### config.mk
export PLATFORM = sky130hd
export DESIGN_NAME = apb4_slave_mem
export DESIGN_NICKNAME = d
export VERILOG_FILES = /design/src/rtl/apb4_slave_mem_pkg.sv /design/src/rtl/apb4_slave_mem_ram.sv /design/src/rtl/apb4_slave_mem.sv
export SDC_FILE = /design/constraint.sdc
export NUM_CORES = 2
export LEC_CHECK = 0
export ABC_CLOCK_PERIOD_IN_PS = 2300
export BUFFER_PORTS_ARGS = -buffer_cell sky130_fd_sc_hd__buf_4
export CAP_MARGIN = 0
export CORE_ASPECT_RATIO = 2
export CORE_UTILIZATION = 42
export CTS_CLUSTER_SIZE = 28
export DETAILED_ROUTE_END_ITERATION = 7
export PLACE_DENSITY_LB_ADDON = 0.25
export SLEW_MARGIN = 20
export SYNTH_ARGS = -nofsm -noshare
export SYNTH_HDL_FRONTEND = slang
export SYNTH_SLANG_ARGS = --single-unit
export TNS_END_PERCENT = 1
### constraint.sdc
create_clock -name clk -period 2.3 [get_ports clk]
set_input_delay 0.115 -clock clk [delete_from_list [all_inputs] [get_ports clk]]
set_output_delay 0.115 -clock clk [all_outputs]
set_load 0.05 [all_outputs]
### src/rtl/apb4_slave_mem_pkg.sv
// Shared types and helpers for the parametrised APB4 memory slave.
package apb4_slave_mem_pkg;

    typedef enum logic [1:0] {
        IDLE   = 2'd0,
        WAIT   = 2'd1,
        ACCESS = 2'd2
    } state_e;

    localparam logic RESP_OKAY = 1'b0;
    localparam logic RESP_ERR  = 1'b1;

    // Number of byte-offset bits below the word index in paddr.
    function automatic int word_lsb(input int data_width);
        return $clog2(data_width / 8);
    endfunction

endpackage

### src/rtl/apb4_slave_mem_ram.sv
// DEPTH x DATA_WIDTH storage: synchronous byte-enable write, asynchronous read.
module apb4_slave_mem_ram #(
    parameter int DATA_WIDTH = 32,
    parameter int DEPTH      = 64,
    parameter int AW         = 6
) (
    input  logic                    clk,
    input  logic                    we,
    input  logic [AW-1:0]           waddr,
    input  logic [DATA_WIDTH-1:0]   wdata,
    input  logic [DATA_WIDTH/8-1:0] wstrb,
    input  logic [AW-1:0]           raddr,
    output logic [DATA_WIDTH-1:0]   rdata
);

    localparam int STRB_W = DATA_WIDTH / 8;

    logic [DATA_WIDTH-1:0] mem_r [DEPTH];

    // Byte-lane write; contents are intentionally not reset.
    always_ff @(posedge clk) begin
        for (int i = 0; i < STRB_W; i++) begin
            if (we && wstrb[i]) begin
                mem_r[waddr][i*8 +: 8] <= wdata[i*8 +: 8];
            end
        end
    end

    assign rdata = mem_r[raddr];

endmodule

### src/rtl/apb4_slave_mem.sv
// APB4 memory slave with wait states, byte strobes and range error response.
// Optional APB4_SLAVE_MEM_PROT_EN adds pprot and rejects unprivileged writes.
module apb4_slave_mem
    import apb4_slave_mem_pkg::*;
#(
    parameter int ADDR_WIDTH  = 8,
    parameter int DATA_WIDTH  = 32,
    parameter int DEPTH       = 64,
    parameter int WAIT_STATES = 0
) (
    input  logic                    clk,
    input  logic                    rst,
    input  logic                    psel,
    input  logic                    penable,
    input  logic                    pwrite,
    input  logic [ADDR_WIDTH-1:0]   paddr,
    input  logic [DATA_WIDTH-1:0]   pwdata,
    input  logic [DATA_WIDTH/8-1:0] pstrb,
`ifdef APB4_SLAVE_MEM_PROT_EN
    input  logic [2:0]              pprot,
`endif
    output logic [DATA_WIDTH-1:0]   prdata,
    output logic                    pready,
    output logic                    pslverr
);

    localparam int LSB    = word_lsb(DATA_WIDTH);
    localparam int IDX_W  = ADDR_WIDTH - LSB;
    localparam int RAM_AW = (DEPTH > 1) ? $clog2(DEPTH) : 1;
    localparam int STRB_W = DATA_WIDTH / 8;
    localparam logic [IDX_W:0] DEPTH_L  = (IDX_W + 1)'(DEPTH);
    localparam logic [3:0]     CNT_INIT = 4'(WAIT_STATES - 1);

    state_e                 state_r;
    logic [3:0]             cnt_r;
    logic                   wr_r;
    logic                   err_r;
    logic [RAM_AW-1:0]      idx_r;
    logic [DATA_WIDTH-1:0]  wdata_r;
    logic [STRB_W-1:0]      strb_r;

    logic [IDX_W-1:0]       setup_idx_s;
    logic                   range_err_s;
    logic                   setup_err_s;
    logic                   setup_s;
    logic [RAM_AW-1:0]      ram_raddr_s;
    logic [DATA_WIDTH-1:0]  ram_rdata_s;
    logic                   ram_we_s;
    logic                   unused_ok_s;

    assign setup_s     = psel && !penable;
    assign setup_idx_s = paddr[ADDR_WIDTH-1:LSB];
    assign range_err_s = ({1'b0, setup_idx_s} >= DEPTH_L);

`ifdef APB4_SLAVE_MEM_PROT_EN
    assign setup_err_s = range_err_s || (pwrite && !pprot[0]);
    assign unused_ok_s = ^{1'b0, paddr, pprot};
`else
    assign setup_err_s = range_err_s;
    assign unused_ok_s = ^{1'b0, paddr};
`endif

    // Zero-wait reads come straight from the bus address; otherwise use the latched index.
    always_comb begin
        ram_raddr_s = idx_r;
        if (state_r == IDLE) begin
            ram_raddr_s = setup_idx_s[RAM_AW-1:0];
        end else begin
            ram_raddr_s = idx_r;
        end
    end

    assign ram_we_s = (state_r == ACCESS) && wr_r && !err_r;

    apb4_slave_mem_ram #(
        .DATA_WIDTH (DATA_WIDTH),
        .DEPTH      (DEPTH),
        .AW         (RAM_AW)
    ) u_ram (
        .clk   (clk),
        .we    (ram_we_s),
        .waddr (idx_r),
        .wdata (wdata_r),
        .wstrb (strb_r),
        .raddr (ram_raddr_s),
        .rdata (ram_rdata_s)
    );

    // Transfer FSM with registered bus response.
    always_ff @(posedge clk or posedge rst) begin
        if (rst) begin
            state_r <= IDLE;
            cnt_r   <= 4'd0;
            wr_r    <= 1'b0;
            err_r   <= RESP_OKAY;
            idx_r   <= {RAM_AW{1'b0}};
            wdata_r <= {DATA_WIDTH{1'b0}};
            strb_r  <= {STRB_W{1'b0}};
            pready  <= 1'b0;
            pslverr <= RESP_OKAY;
            prdata  <= {DATA_WIDTH{1'b0}};
        end else begin
            case (state_r)
                IDLE: begin
                    if (setup_s) begin
                        wr_r    <= pwrite;
                        err_r   <= setup_err_s;
                        idx_r   <= setup_idx_s[RAM_AW-1:0];
                        wdata_r <= pwdata;
                        strb_r  <= pstrb;
                        if (WAIT_STATES == 0) begin
                            state_r <= ACCESS;
                            pready  <= 1'b1;
                            pslverr <= setup_err_s;
                            prdata  <= (!pwrite && !setup_err_s) ? ram_rdata_s
                                                                  : {DATA_WIDTH{1'b0}};
                        end else begin
                            state_r <= WAIT;
                            cnt_r   <= CNT_INIT;
                        end
                    end
                end
                WAIT: begin
                    // Dropping psel mid-wait abandons the transfer without touching memory.
                    if (!psel) begin
                        state_r <= IDLE;
                        cnt_r   <= 4'd0;
                    end else if (cnt_r == 4'd0) begin
                        state_r <= ACCESS;
                        pready  <= 1'b1;
                        pslverr <= err_r;
                        prdata  <= (!wr_r && !err_r) ? ram_rdata_s : {DATA_WIDTH{1'b0}};
                    end else begin
                        cnt_r <= cnt_r - 4'd1;
                    end
                end
                ACCESS: begin
                    state_r <= IDLE;
                    pready  <= 1'b0;
                    pslverr <= RESP_OKAY;
                    prdata  <= {DATA_WIDTH{1'b0}};
                end
                default: begin
                    state_r <= IDLE;
                    cnt_r   <= 4'd0;
                    pready  <= 1'b0;
                    pslverr <= RESP_OKAY;
                    prdata  <= {DATA_WIDTH{1'b0}};
                end
            endcase
        end
    end

endmodule

==> key figures <==
Final layout
  • Area of the multi-input gates: 0.0207 mm2
  • Area grow syn2layout: 23.4%
  • Flip-flop and latch area: 0.0634 mm2
  • Final nets: 6,841
  • Share of layout cells above drive strength 1: 25.6%
  • FILL cells: 16,700
  • Util after Layout: 52.0%

Setup path
  • Critical path arrival: 3.67 ns
  • Startpoint types: register
  • WS Path Type: reg -> reg
  • CP Max Fanout: 11
  • R2r setup slk: -0.56 ns
  • Req. time, crit path: 3.11 ns
  • Crit path capture type: register

Yosys
  • Cells after Synth: 5,802
  • Most common flop cell mapped by yosys: edfxtp_1
  • Unique masters post-synth: 62
  • Most common cell in the netlist: edfxtp_1
  • Cell Area, Synth: 0.0849 mm2
  • EDFF count, synth: 2,048
  • Share of the yosys chip area belonging to registers: 74.7%
  • Commonest cells in the netlist: 2,048 x edfxtp_1, 1,292 x nand2_1, 560 x nand3_1
  • Asr flop ratio synth: 3.58%
  • Share of the synthesized area in the top cell type: 72.5%
  • Yosys warns: 0
  • FF+latch count, synth: 2,124
  • Synth Area per Inst: 14.6 um2
  • Dominant cell type by area after synthesis: edfxtp_1
  • Cells taking the most area after synthesis: edfxtp_1 72%, nand2_1 5.7%, mux2i_1 3.6%, nand3_1 3.3%, mux4_2 2.3%
  • Synth Net Count: 5,851

STA
  • Fin crit share: 124%
  • # setup viols final: 32
  • Slew Limit Fails: 0
  • RSZ-0062 raised after global routing: yes
  • Hold Vio Cnt, Final: 0
  • Worst rel slew slack: 44.1%
  • Hold WS: 0.0314 ns
  • Setup Skew: 0.0370 ns
  • Worst slew pin tran: 0.838 ns
  • Worst Setup Slack, final: -0.559 ns
  • Crit path time final: 2.86 ns
  • Fmax: 350 MHz

Drt
  • DRT Pass-1 Iters: 8
  • Post-Route WL: 295,000 um
  • Vias per inst: 5.87
  • DR WL/cell: 31.0 um
  • Via Count: 55,800
  • Number of nets with antenna violations after routing: 0
  • DRC Markers: 2
  • DR iter-0 viols: 5,809

GRT
  • First-pass GRT wire length: 409,000 um
  • Vias in the first global route: 56,100
  • GRT Util Overall: 28.5%
  • Initial antenna violation count: 11
  • GRT Residual Overflow: 0
  • Largest net degree at the start of global routing: 66

Power
  • Pwr dens: 847 mW/mm2
  • Peak supply drop: 755 uV
  • Leakage power: 0.0369 uW

Run status
  • Violated checks: DRC, setup timing
  • Status: complete, but fails checks

Place
  • Hpwl dp: 203,000 um
  • IO buf count: 79
  • Placer Congestion: 0.964
  • Worst slack, placed: -1.07 ns

Clock network
  • CTS Root Cell: clkbuf_16
  • CTS tree: yes
  • Total CTS buffers: 179
  • Skew-Pair Late Insertion Delay: 0.87 ns
  • Clock sinks: 2,124
  • H-Tree Depth: 4
  • Clock slew at reported path FFs: 0.07 ns
  • Max Root-Sink Buffers: 4

Floorplan
  • # IOs: 83
  • Initial core utilization: 42.2%
  • # rows: 233
  • Die area: 0.204 mm2
  • Vert. Die Dim: 638 um
  • CORE AREA: 0.201 mm2
  • Chip width: 320 um

Job
  • Max Cap Viol: 0

Min path
  • Worst hold path class: in -> reg
==> cell families (layout without fill, tap and decap cells) <==
group / Yosys count / in the layout / share of synthesized area [%]
AO/OA/AOI/OAI: 627 / 627 / 5.20
buffers and inverters: 385 / 1504 / 2.48
flip-flops: 2124 / 2124 / 74.7
multiplexers: 445 / 447 / 6.65
other: 1 / 9 / 0.00442
AND/OR/NAND/NOR: 2220 / 2220 / 11.0
==> placed cells by master (no fill, tap or decap), types with 41 or more instances in the layout <==
cell           netlist  layout
edfxtp_1          2048    2048
nand2_1           1292    1284
buf_4               49     929
nand3_1            560     541
mux2i_1            307     293
nor2_1             272     255
clkbuf_16            0     185
buf_12               3     157
a21oi_1            149     129
mux4_2              88      88
a31oi_1             79      62
dlygate4sd3_1        0      48
mux2_2              44      43
dfrtp_1             76      41
==> flip-flops by register name (all words and copies together), names as in the netlist <==
| register | flops |
|---|---|
| u_ram.mem_r | 2048 |
| prdata | 32 |
| wdata_r | 32 |
| idx_r | 6 |
| strb_r | 4 |
| state_r | 1 |
| wr_r | 1 |
==> layer usage <==
metal / GRT usage, % / share of wire (%)
met1: 30.0 / 32
met2: 50.0 / 51
met3: 4.12 / 6.9
met4: 24.4 / 9.8
met5: 0 / 0
==> critical path, cell delays in order, from the launching register on <==
cell and delay [ns]:
dfrtp_2 0.45, buf_6 0.17, buf_12 0.11, mux2i_4 0.23
buf_12 0.21, buf_16 0.17, buf_12 0.15, nand2_1 0.07
a31o_2 0.25, a31oi_4 0.20, o21ai_2 0.08, buf_4 0.15
a32oi_4 0.40, a31o_1 0.15
==> where the power goes <==
group          total [uW]  switching (uW)  internal (uW)  leakage [uW]
Clock               30500           13800          16700       0.00276
Sequential          44900             708          44200        0.0193
Combinational       13300            8550           4740        0.0148
Total               88700           23100          65600        0.0369
==> final timing paths <==
path	start	to	cells after the start
worst max-delay path	state_r[1]	prdata[23]	13
worst min-delay path	pwdata[26]	wdata_r[26]	3
worst max register to register	state_r[1]	prdata[23]	13
worst min register to register	wdata_r[22]	wdata_r[22]	1
max in group asynchronous	rst	state_r[1]	5
min in group asynchronous	rst	strb_r[1]	4
==> metrics by stage <==
step / total power (uW) / cell area, um2 / std cells / TNS (ns)
floorplan: 51000 / 84900 / 5802 / -51.73
global placement: 57600 / 96200 / 9090 / -40.40
detailed placement: 57800 / 96200 / 9090 / -38.90
CTS: 88400 / 104000 / 9484 / -19.95
global route: 90600 / 105000 / 9509 / -15.66
finish: 88700 / 105000 / 9516 / -14.71
==> timing repair <==
action	in CTS	in global routing
buffers inserted	27	19
hold endpoints to repair	121	0
setup endpoints to repair	181	269
hold buffers	49	0
pin swaps	28	27
cloned	7	6
gates resized for setup	200	109
==> area by class of cell <==
cell class,instances,share of cell area [%]
tap,2585,3.09
timing repair buffer,1189,11.1
multi-input combinational,3295,19.8
antenna,8,0.0191
clock buffer,231,4.59
inverter,3,0.0131
clock inverter,81,0.812
sequential,2124,60.6
Power figures use the tool's default switching activity.
